File: src/rtl/wb_apb_bridge.sv
// Wishbone B4 slave (classic + pipelined) to APB4 requester bridge.
// Each accepted WB strobe becomes exactly one APB transfer.
//
// Ports
//   clk_i, rst_i           clock, synchronous active-low reset
//   adr_i, dat_i, sel_i    WB request address / write data / byte selects
//   we_i, cyc_i, stb_i     WB direction, cycle and strobe
//   dat_o                  WB read data (holds the last completed read)
//   ack_o, err_o           WB normal / error termination, one cycle each
//   stall_o                WB pipelined stall, high whenever not idle
//   paddr_o .. pstrb_o     APB request side
//   prdata_i, pready_i,
//   pslverr_i              APB completion side
//
// Flow: IDLE -> SETUP -> ACCESS -> RESP -> IDLE.
// Misaligned or empty-select requests skip the APB and go IDLE -> RESP.
module wb_apb_bridge #(
    parameter int ADDR_WIDTH     = 16,
    parameter int DATA_WIDTH     = 32,
    parameter int GRANULE        = 8,
    parameter int TIMEOUT_CYCLES = 16,
    localparam int SEL_WIDTH     = DATA_WIDTH / GRANULE
) (
    input  logic                  clk_i,
    input  logic                  rst_i,
    input  logic [ADDR_WIDTH-1:0] adr_i,
    input  logic [DATA_WIDTH-1:0] dat_i,
    output logic [DATA_WIDTH-1:0] dat_o,
    input  logic [SEL_WIDTH-1:0]  sel_i,
    input  logic                  we_i,
    input  logic                  cyc_i,
    input  logic                  stb_i,
    output logic                  ack_o,
    output logic                  err_o,
    output logic                  stall_o,
    output logic [ADDR_WIDTH-1:0] paddr_o,
    output logic                  psel_o,
    output logic                  penable_o,
    output logic                  pwrite_o,
    output logic [DATA_WIDTH-1:0] pwdata_o,
    output logic [SEL_WIDTH-1:0]  pstrb_o,
    input  logic [DATA_WIDTH-1:0] prdata_i,
    input  logic                  pready_i,
    input  logic                  pslverr_i
);

    // Low address bits that must be zero for a lane-aligned access.
    localparam logic [ADDR_WIDTH-1:0] OFF_MASK =
        ADDR_WIDTH'(SEL_WIDTH - 1);

    // Counter wide enough to reach TIMEOUT_CYCLES; one bit when disabled.
    localparam int TW = (TIMEOUT_CYCLES > 0) ?
                        $clog2(TIMEOUT_CYCLES + 1) : 1;
    localparam logic [TW-1:0] TMAX = TW'(TIMEOUT_CYCLES);
    localparam bit TO_EN = (TIMEOUT_CYCLES != 0);

    typedef enum logic [1:0] {
        IDLE   = 2'd0,
        SETUP  = 2'd1,
        ACCESS = 2'd2,
        RESP   = 2'd3
    } state_e;

    state_e                state_q, state_d;
    logic [ADDR_WIDTH-1:0] adr_q, adr_d;
    logic [DATA_WIDTH-1:0] dat_q, dat_d;
    logic [SEL_WIDTH-1:0]  sel_q, sel_d;
    logic                  we_q, we_d;
    logic [DATA_WIDTH-1:0] rdata_q, rdata_d;
    logic                  err_q, err_d;
    logic                  abort_q, abort_d;
    logic [TW-1:0]         tcnt_q, tcnt_d;

    logic                  req_bad;
    logic [TW-1:0]         tcnt_nxt;

    assign req_bad  = (sel_i == '0) || ((adr_i & OFF_MASK) != '0);
    assign tcnt_nxt = tcnt_q + TW'(1);

    // State and datapath registers
    always_ff @(posedge clk_i) begin
        if (!rst_i) begin
            state_q <= IDLE;
            adr_q   <= '0;
            dat_q   <= '0;
            sel_q   <= '0;
            we_q    <= 1'b0;
            rdata_q <= '0;
            err_q   <= 1'b0;
            abort_q <= 1'b0;
            tcnt_q  <= '0;
        end else begin
            state_q <= state_d;
            adr_q   <= adr_d;
            dat_q   <= dat_d;
            sel_q   <= sel_d;
            we_q    <= we_d;
            rdata_q <= rdata_d;
            err_q   <= err_d;
            abort_q <= abort_d;
            tcnt_q  <= tcnt_d;
        end
    end

    // Next-state logic
    always_comb begin
        state_d = state_q;
        adr_d   = adr_q;
        dat_d   = dat_q;
        sel_d   = sel_q;
        we_d    = we_q;
        rdata_d = rdata_q;
        err_d   = err_q;
        abort_d = abort_q;
        tcnt_d  = tcnt_q;

        unique case (state_q)
            IDLE: begin
                abort_d = 1'b0;
                tcnt_d  = '0;
                if (cyc_i && stb_i) begin
                    adr_d   = adr_i;
                    dat_d   = dat_i;
                    sel_d   = sel_i;
                    we_d    = we_i;
                    err_d   = req_bad;
                    state_d = req_bad ? RESP : SETUP;
                end
            end

            SETUP: begin
                // APB cannot be aborted; remember the master left.
                if (!cyc_i) begin
                    abort_d = 1'b1;
                end
                tcnt_d  = '0;
                state_d = ACCESS;
            end

            ACCESS: begin
                if (!cyc_i) begin
                    abort_d = 1'b1;
                end
                // A completing slave wins over an expiring timeout.
                if (pready_i) begin
                    if (!we_q) begin
                        rdata_d = prdata_i;
                    end
                    err_d   = pslverr_i;
                    state_d = RESP;
                end else if (TO_EN && (tcnt_nxt == TMAX)) begin
                    err_d   = 1'b1;
                    tcnt_d  = '0;
                    state_d = RESP;
                end else begin
                    tcnt_d = tcnt_nxt;
                end
            end

            RESP: begin
                state_d = IDLE;
            end

            default: begin
                state_d = IDLE;
            end
        endcase
    end

    // Outputs are decoded from registered state only.
    assign stall_o   = (state_q != IDLE);
    assign psel_o    = (state_q == SETUP) || (state_q == ACCESS);
    assign penable_o = (state_q == ACCESS);
    assign ack_o     = (state_q == RESP) && !err_q && !abort_q;
    assign err_o     = (state_q == RESP) && err_q && !abort_q;

    assign paddr_o   = adr_q;
    assign pwrite_o  = we_q;
    assign pwdata_o  = dat_q;
    assign pstrb_o   = we_q ? sel_q : '0;
    assign dat_o     = rdata_q;

endmodule
File: config.mk
export PLATFORM = sky130hd
export DESIGN_NAME = wb_apb_bridge
export DESIGN_NICKNAME = d
export VERILOG_FILES = /design/src/rtl/wb_apb_bridge.sv
export SDC_FILE = /design/constraint.sdc
export NUM_CORES = 1
export LEC_CHECK = 0
export BUFFER_PORTS_ARGS = -buffer_cell sky130_fd_sc_hd__buf_2
export CAP_MARGIN = 20
export CORE_UTILIZATION = 30
export CTS_CLUSTER_SIZE = 8
export DETAILED_ROUTE_END_ITERATION = 12
export GPL_ROUTABILITY_DRIVEN = 1
export GPL_TIMING_DRIVEN = 0
export PLACE_DENSITY = 0.6
export SETUP_SLACK_MARGIN = 0.02
export SYNTH_ARGS = -nofsm -noshare
export SYNTH_HDL_FRONTEND = slang
export SYNTH_SLANG_ARGS = --single-unit
File: constraint.sdc
create_clock -name clk_i -period 1.4 [get_ports clk_i]
set_input_delay 0 -clock clk_i [delete_from_list [all_inputs] [get_ports clk_i]]
set_output_delay 0 -clock clk_i [all_outputs]
set_load 0.02 [all_outputs]
After elaboration in Yosys (flattened, before gate mapping)
Cells that the tools add are included.
Cells by class
  $add $sub $neg: 1
  multiply operators: 0
  divide/modulo/power cells: 0
  $lt $le $gt $ge: 0
  equal/unequal tests: 8
  shifts and indexed selects: 0
  multiplexer cells: 15
  bitwise operators: 1
  reduce and logical (&&, ||, !) cells: 24
Operators with widths (number)
  16-bit nonzero test: 1
  5-bit two-way mux: 2
  5-bit case mux with 2 select lines: 1
  2-bit two-way mux: 4
  2-bit case mux with 4 select lines: 1
  2-bit AND reduction: 4
  2-bit nonzero test: 4
  2-bit inequality test, second input constant: 3
  3-bit AND reduction: 2
  5-bit by 1-bit adder with 5-bit output, second input constant: 1
  5-bit == test, second input constant: 1
  1-bit logical AND: 5
  2-bit == test, second input constant: 2
  4-bit zero test: 1
  1-bit two-way mux: 4
  4-bit two-way mux: 1
  1-bit case mux with 2 select lines: 2
  2-bit OR reduction: 2
  3-bit by 1-bit inequality test with 1-bit output, second input constant: 1
  2-bit by 1-bit == test with 1-bit output, second input constant: 1
  1-bit zero test: 2
  2-bit zero test: 1
  1-bit logical OR: 2
  1-bit inverter: 1
Storage, ports and cells
  bits in registers: 94
  bits in latches: 0
  RAM bits: 0
  memory bits (read-only): 0
  input bits: 91
  output and inout bits: 90
  logic and storage cells: 58
  memories kept: 0

Depth between registers and ports, before layout
  word-level depth: 5
  gate-level depth with buffers: 8
  gate-level depth less buffers: 6

Worst setup path before layout
No wires, ideal clock.
  path type: flip-flop to flip-flop
  start: register state_q[0]
  end: register rdata_q[10], in the netlist dat_o[10]
  setup time: 0.122 ns
  arrival: 1.501 ns
  data required time: 1.278 ns
  path slack: -0.223 ns
  stages on the path, launching flop included: 9
  buffers on the path: 2
  clock period less this slack: 1.623 ns
  path through: dfxtp_1 -> inv_1 -> ha_1 -> nand2_1 -> or2_1 -> buf_2 -> buf_6 -> nand2_1 -> a21boi_0
On the way
  cells in the longest elaborated chain, start to end: 2
Ends and longest elaborated chain
  start: declaration: RTL line 64  | state_e state_q, state_d;
  start signal: assignment: RTL line 93  | state_q <= state_d;
  2-bit == test
  named net penable_o: RTL line 38  | output logic penable_o,
  3-bit AND reduction (no source line)
  end signal: assignment: RTL line 98  | rdata_q <= rdata_d;
  end: declaration: RTL line 69  | logic [DATA_WIDTH-1:0] rdata_q, rdata_d;
The timed path passes the listed nets, and every way through them passes these cells.
A chain may end at the register's enable or synchronous reset.

Worst setup path after layout
  start: register state_q[0]
  end: register err_q
On the way
  cells in the longest elaborated chain, start to end: 3
  elaborated cells on any way between the ends: 7
  those cells by class: 3 x eq/ne; 1 x mux; 3 x reduce/logical
Ends and longest elaborated chain
  2-bit == test / 2-bit zero test (equally long branches): RTL line 117  | unique case (state_q)
  3-bit by 1-bit inequality test with 1-bit output (no source line) (tied with other cells)
  3-bit AND reduction (no source line)
  end signal: assignment: RTL line 99  | err_q <= err_d;
  end: declaration: RTL line 70  | logic err_q, err_d;
Parallel ways exist; a longest one is shown, timed or not.

==> impl_metrics.yaml <==
outcome:
  outcome: "finished clean"
logic_synthesis:
  ys_seq_elements: 94
  synth_top_cells_by_count: "sky130_fd_sc_hd__nand2_1, sky130_fd_sc_hd__dfxtp_1, sky130_fd_sc_hd__a21boi_1"
  top_area_cell_type_share_of_the_netlist_area_pct: 49.69
  synth_fp_nets: 540
  synth_flop_cell: "sky130_fd_sc_hd__dfxtp_1"
  syn-mean-instance-area_um2: 8.530
  async_flop_share_pct: 0
  yosysTopAreaCell: "sky130_fd_sc_hd__dfxtp_1"
  synth_cells: 444
  synth.lib_cells_used.distinct: 37
  synth-warning-count: 0
  synth.top_cells.by_area: "sky130_fd_sc_hd__dfxtp_1, sky130_fd_sc_hd__nand2_1, sky130_fd_sc_hd__a21boi_1, sky130_fd_sc_hd__a21boi_0, sky130_fd_sc_hd__ha_1"
  synth_most_common_cell: "sky130_fd_sc_hd__nand2_1"
  synth_sequential_area_ratio_pct: 49.69
  syn-cell-area_um2: 3787
  synth-edff-count: 0
floorplan:
  core_area_um2: 12160
  fp.dieH_um: 114.4
  num_io_pins: 181
  num_rows: 40
  chipWidth_um: 114.4
  initial_core_utilization_pct: 31.14
  floorplan.die_area_um2: 13080
timing:
  finalWorstPathRequiredPeriod_ps: 1389
  period_share_pct: 99.18
  max_freq_ghz: 0.7202
  worst_slew_pin_slew_ps: 797.0
  hold_viol_final: 0
  worst_clock_skew_ps: 4.169
  final.setup.tns_ps: 0
  finalMaxSlewViolations: 0
  slew_margin_rel_pct: 46.38
  setup_viol: 0
  rsz0062_at_grt: "yes"
worst_setup_path:
  cp_slowest_stage_delay_ps: 360
  reg2reg_setup_slack_ps: 10
  worst-endpoint-required_ps: 1620
  critical_path.max_fanout: 5
  timing.critical_path.from_type: "register"
  path_delay_family: "flip-flops"
  critical_path_arrival_ps: 1600
  cp_cell_sequence: "inv_4 > ha_4 > buf_6 > or3_1 > o221ai_1 > mux2i_1"
  cpMaxStageDelayCell: "sky130_fd_sc_hd__dfxtp_2"
  critical_path.endpoint_type: "register"
  critical_path_stages: 6
  cp_num_buf_inv: 2
  reg2reg_depth: 6
  critical_path_class: "reg2reg"
drt:
  drtPass1Iterations: 4
  drc: 0
  detail_route.wirelength.met1_um: 4879
  detail_route.wirelength_um: 11520
  ant_nets: 0
  avgViaCountPerCell: 4.426
  detailroute.via_count: 3997
  routedWlPerCell_um: 12.76
  iteration_0_drc_count_of_the_detailed_router: 109
  dr.max_layer_used: "met4"
  routed-wl-met3_um: 780
  routed-wl-met2_um: 5649
cts:
  clock_latency_of_the_later_clocked_register_in_the_worst_skew_pair_ps: 330
  clkSlewWorstSetupHoldPaths_ps: 60
  numClockSinks: 94
  clock_tree.root_cell: "sky130_fd_sc_hd__clkbuf_16"
  cts_bufs_inserted: 9
  clk_path_buf_depth: 2
  clock_tree_from_tritoncts: "yes"
  ctsHtreeMaxLevel: 3
place:
  gp_routability_congestion: 0.7881
  dpl.hpwl_um: 7552
  port_buffers: 179
  dp_cells: 791
  post_dp_cell_area_um2: 4931
run:
  max_cap_violations: 0
global_route:
  grt_max_degree: 15
  overflow: 0
  grt_pass1_wl_um: 17360
  track_usage_pct: 16.96
  first_global_vias: 3823
  grt_antenna_before_repair: 0
pwr:
  power_leakage_nw: 2.882
  p_total_w: 0.008339
  sequential_power_share_pct: 38.2
  clock_power_share_pct: 28.8
  netSwitchingFraction_pct: 31.76
  p_comb_share_pct: 33.0
  power_density_of_the_placed_cells_nw_per_um2: 1276
  vdd.ir_drop.worst_v: 0.0007655
  cell_internal_pwr_w: 0.005691
  total_net_switching_power_w: 0.002649
cells_and_area:
  flow.area_growth_from_synthesis_pct: 72.58
  layout.cells.non_filler: 903
  final_core_utilization_pct: 53.74
  finalNetCount: 827
  drive_gt1_share_pct: 37.82
  design_area_um2: 6536
  n_antenna_cell: 0
hold_path:
  worst_hold_path_type: "in2reg"
  min_delay_path_depth: 3
==> kinds of logic (layout without fill, tap and decap cells) <==
family                   count (synthesis)  count (layout)  share of synthesized area, %
multiplexers                             2               2                        0.5286
AND/OR/NAND/NOR                        204             204                         22.17
adder cells (fa/ha/maj)                  5               5                         1.652
flip-flops                              94              94                         49.69
buffers and inverters                   33             324                         4.625
AO/OA/AOI/OAI                          106             106                         21.34
==> final cells by class <==
class / count / area [um^2]
Fill cell: 1091 / 5625
Clock buffer: 11 / 242.7
Inverter: 4 / 22.52
Tap cell: 168 / 210.2
Sequential cell: 94 / 1888
Timing Repair Buffer: 277 / 1922
Buffer: 28 / 244.0
Clock inverter: 4 / 47.55
Multi-Input combinational cell: 317 / 1959
==> worst register-to-register path: stages, from the launching register on <==
cell,delay [ps]
sky130_fd_sc_hd__dfxtp_2,360
sky130_fd_sc_hd__inv_4,60
sky130_fd_sc_hd__ha_4,190
sky130_fd_sc_hd__buf_6,130
sky130_fd_sc_hd__or3_1,300
sky130_fd_sc_hd__o221ai_1,150
sky130_fd_sc_hd__mux2i_1,90
==> path summary, 6_finish.rpt <==
kind,from,endpoint
setup / recovery,state_q[0]$_SDFFE_PN0P_,err_q$_SDFFE_PN0P_
hold / removal,pslverr_i,err_q$_SDFFE_PN0P_
setup reg to reg,state_q[0]$_SDFFE_PN0P_,err_q$_SDFFE_PN0P_
hold reg to reg,dat_o[2]$_SDFFE_PN0P_,dat_o[2]$_SDFFE_PN0P_
==> sequential cells by signal, summed over array words and instances (netlist names) <==
| register | cells |
|---|---|
| dat_o | 32 |
| pwdata_o | 32 |
| paddr_o | 16 |
| tcnt_q | 5 |
| sel_q | 4 |
| state_q | 2 |
| abort_q | 1 |
| err_q | 1 |
| pwrite_o | 1 |
==> power groups by stage <==
stage               sequential (W)  combinational (W)  clock [W]
floorplan                  0.00352            0.00102          0
CTS                        0.00317            0.00247    0.00247
finish                     0.00318            0.00275    0.00240
global placement           0.00321            0.00199          0
global route               0.00321            0.00298    0.00259
detailed placement         0.00322            0.00201          0
==> layer usage <==
| metal | vias up | GRT usage (%) |
|---|---|---|
| li1 | 2031 | - |
| met1 | 1818 | 19.29 |
| met2 | 131 | 29.45 |
| met3 | 17 | 5.188 |
| met4 | 0 | 7.013 |
| met5 | - | 0 |
==> cell usage in the layout, fill, tap and decap left out, drive strengths merged, types with 2 or more instances in the layout <==
cell type,instances
ha,5
nand2,179
nor2,4
a21boi,88
clkinv,2
nand3,2
dfxtp,94
clkbuf,25
o2bb2ai,2
a21oi,4
and2,5
inv,4
o221ai,2
dlygate4sd3,86
nand2b,2
o21ai,3
mux2i,2
nor2b,2
buf,205
or3,2
a221oi,3
==> per-stage QoR <==
| stage | worst slack (ps) | hold slack (ps) |
|---|---|---|
| 2_1_floorplan | 24.43 | 134.8 |
| 3_3_place_gp | -207.1 | 239.1 |
| 3_5_place_dp | -257.1 | 245.2 |
| 4_1_cts | -0.2204 | 16.65 |
| 5_1_grt | -40.43 | 28.75 |
| 6_report | 11.44 | 30.20 |
==> repair_timing <==
item / 4_1_cts / 5_1_grt
hold endpoints to repair: 86 / 0
buffers inserted: 7 / 2
hold buffers: 86 / 0
gates cloned: 0 / 3
pin swaps: 6 / 14
setup endpoints to repair: 87 / 73
resized for setup: 30 / 77
No activity file was read; power rests on OpenSTA's default activity.
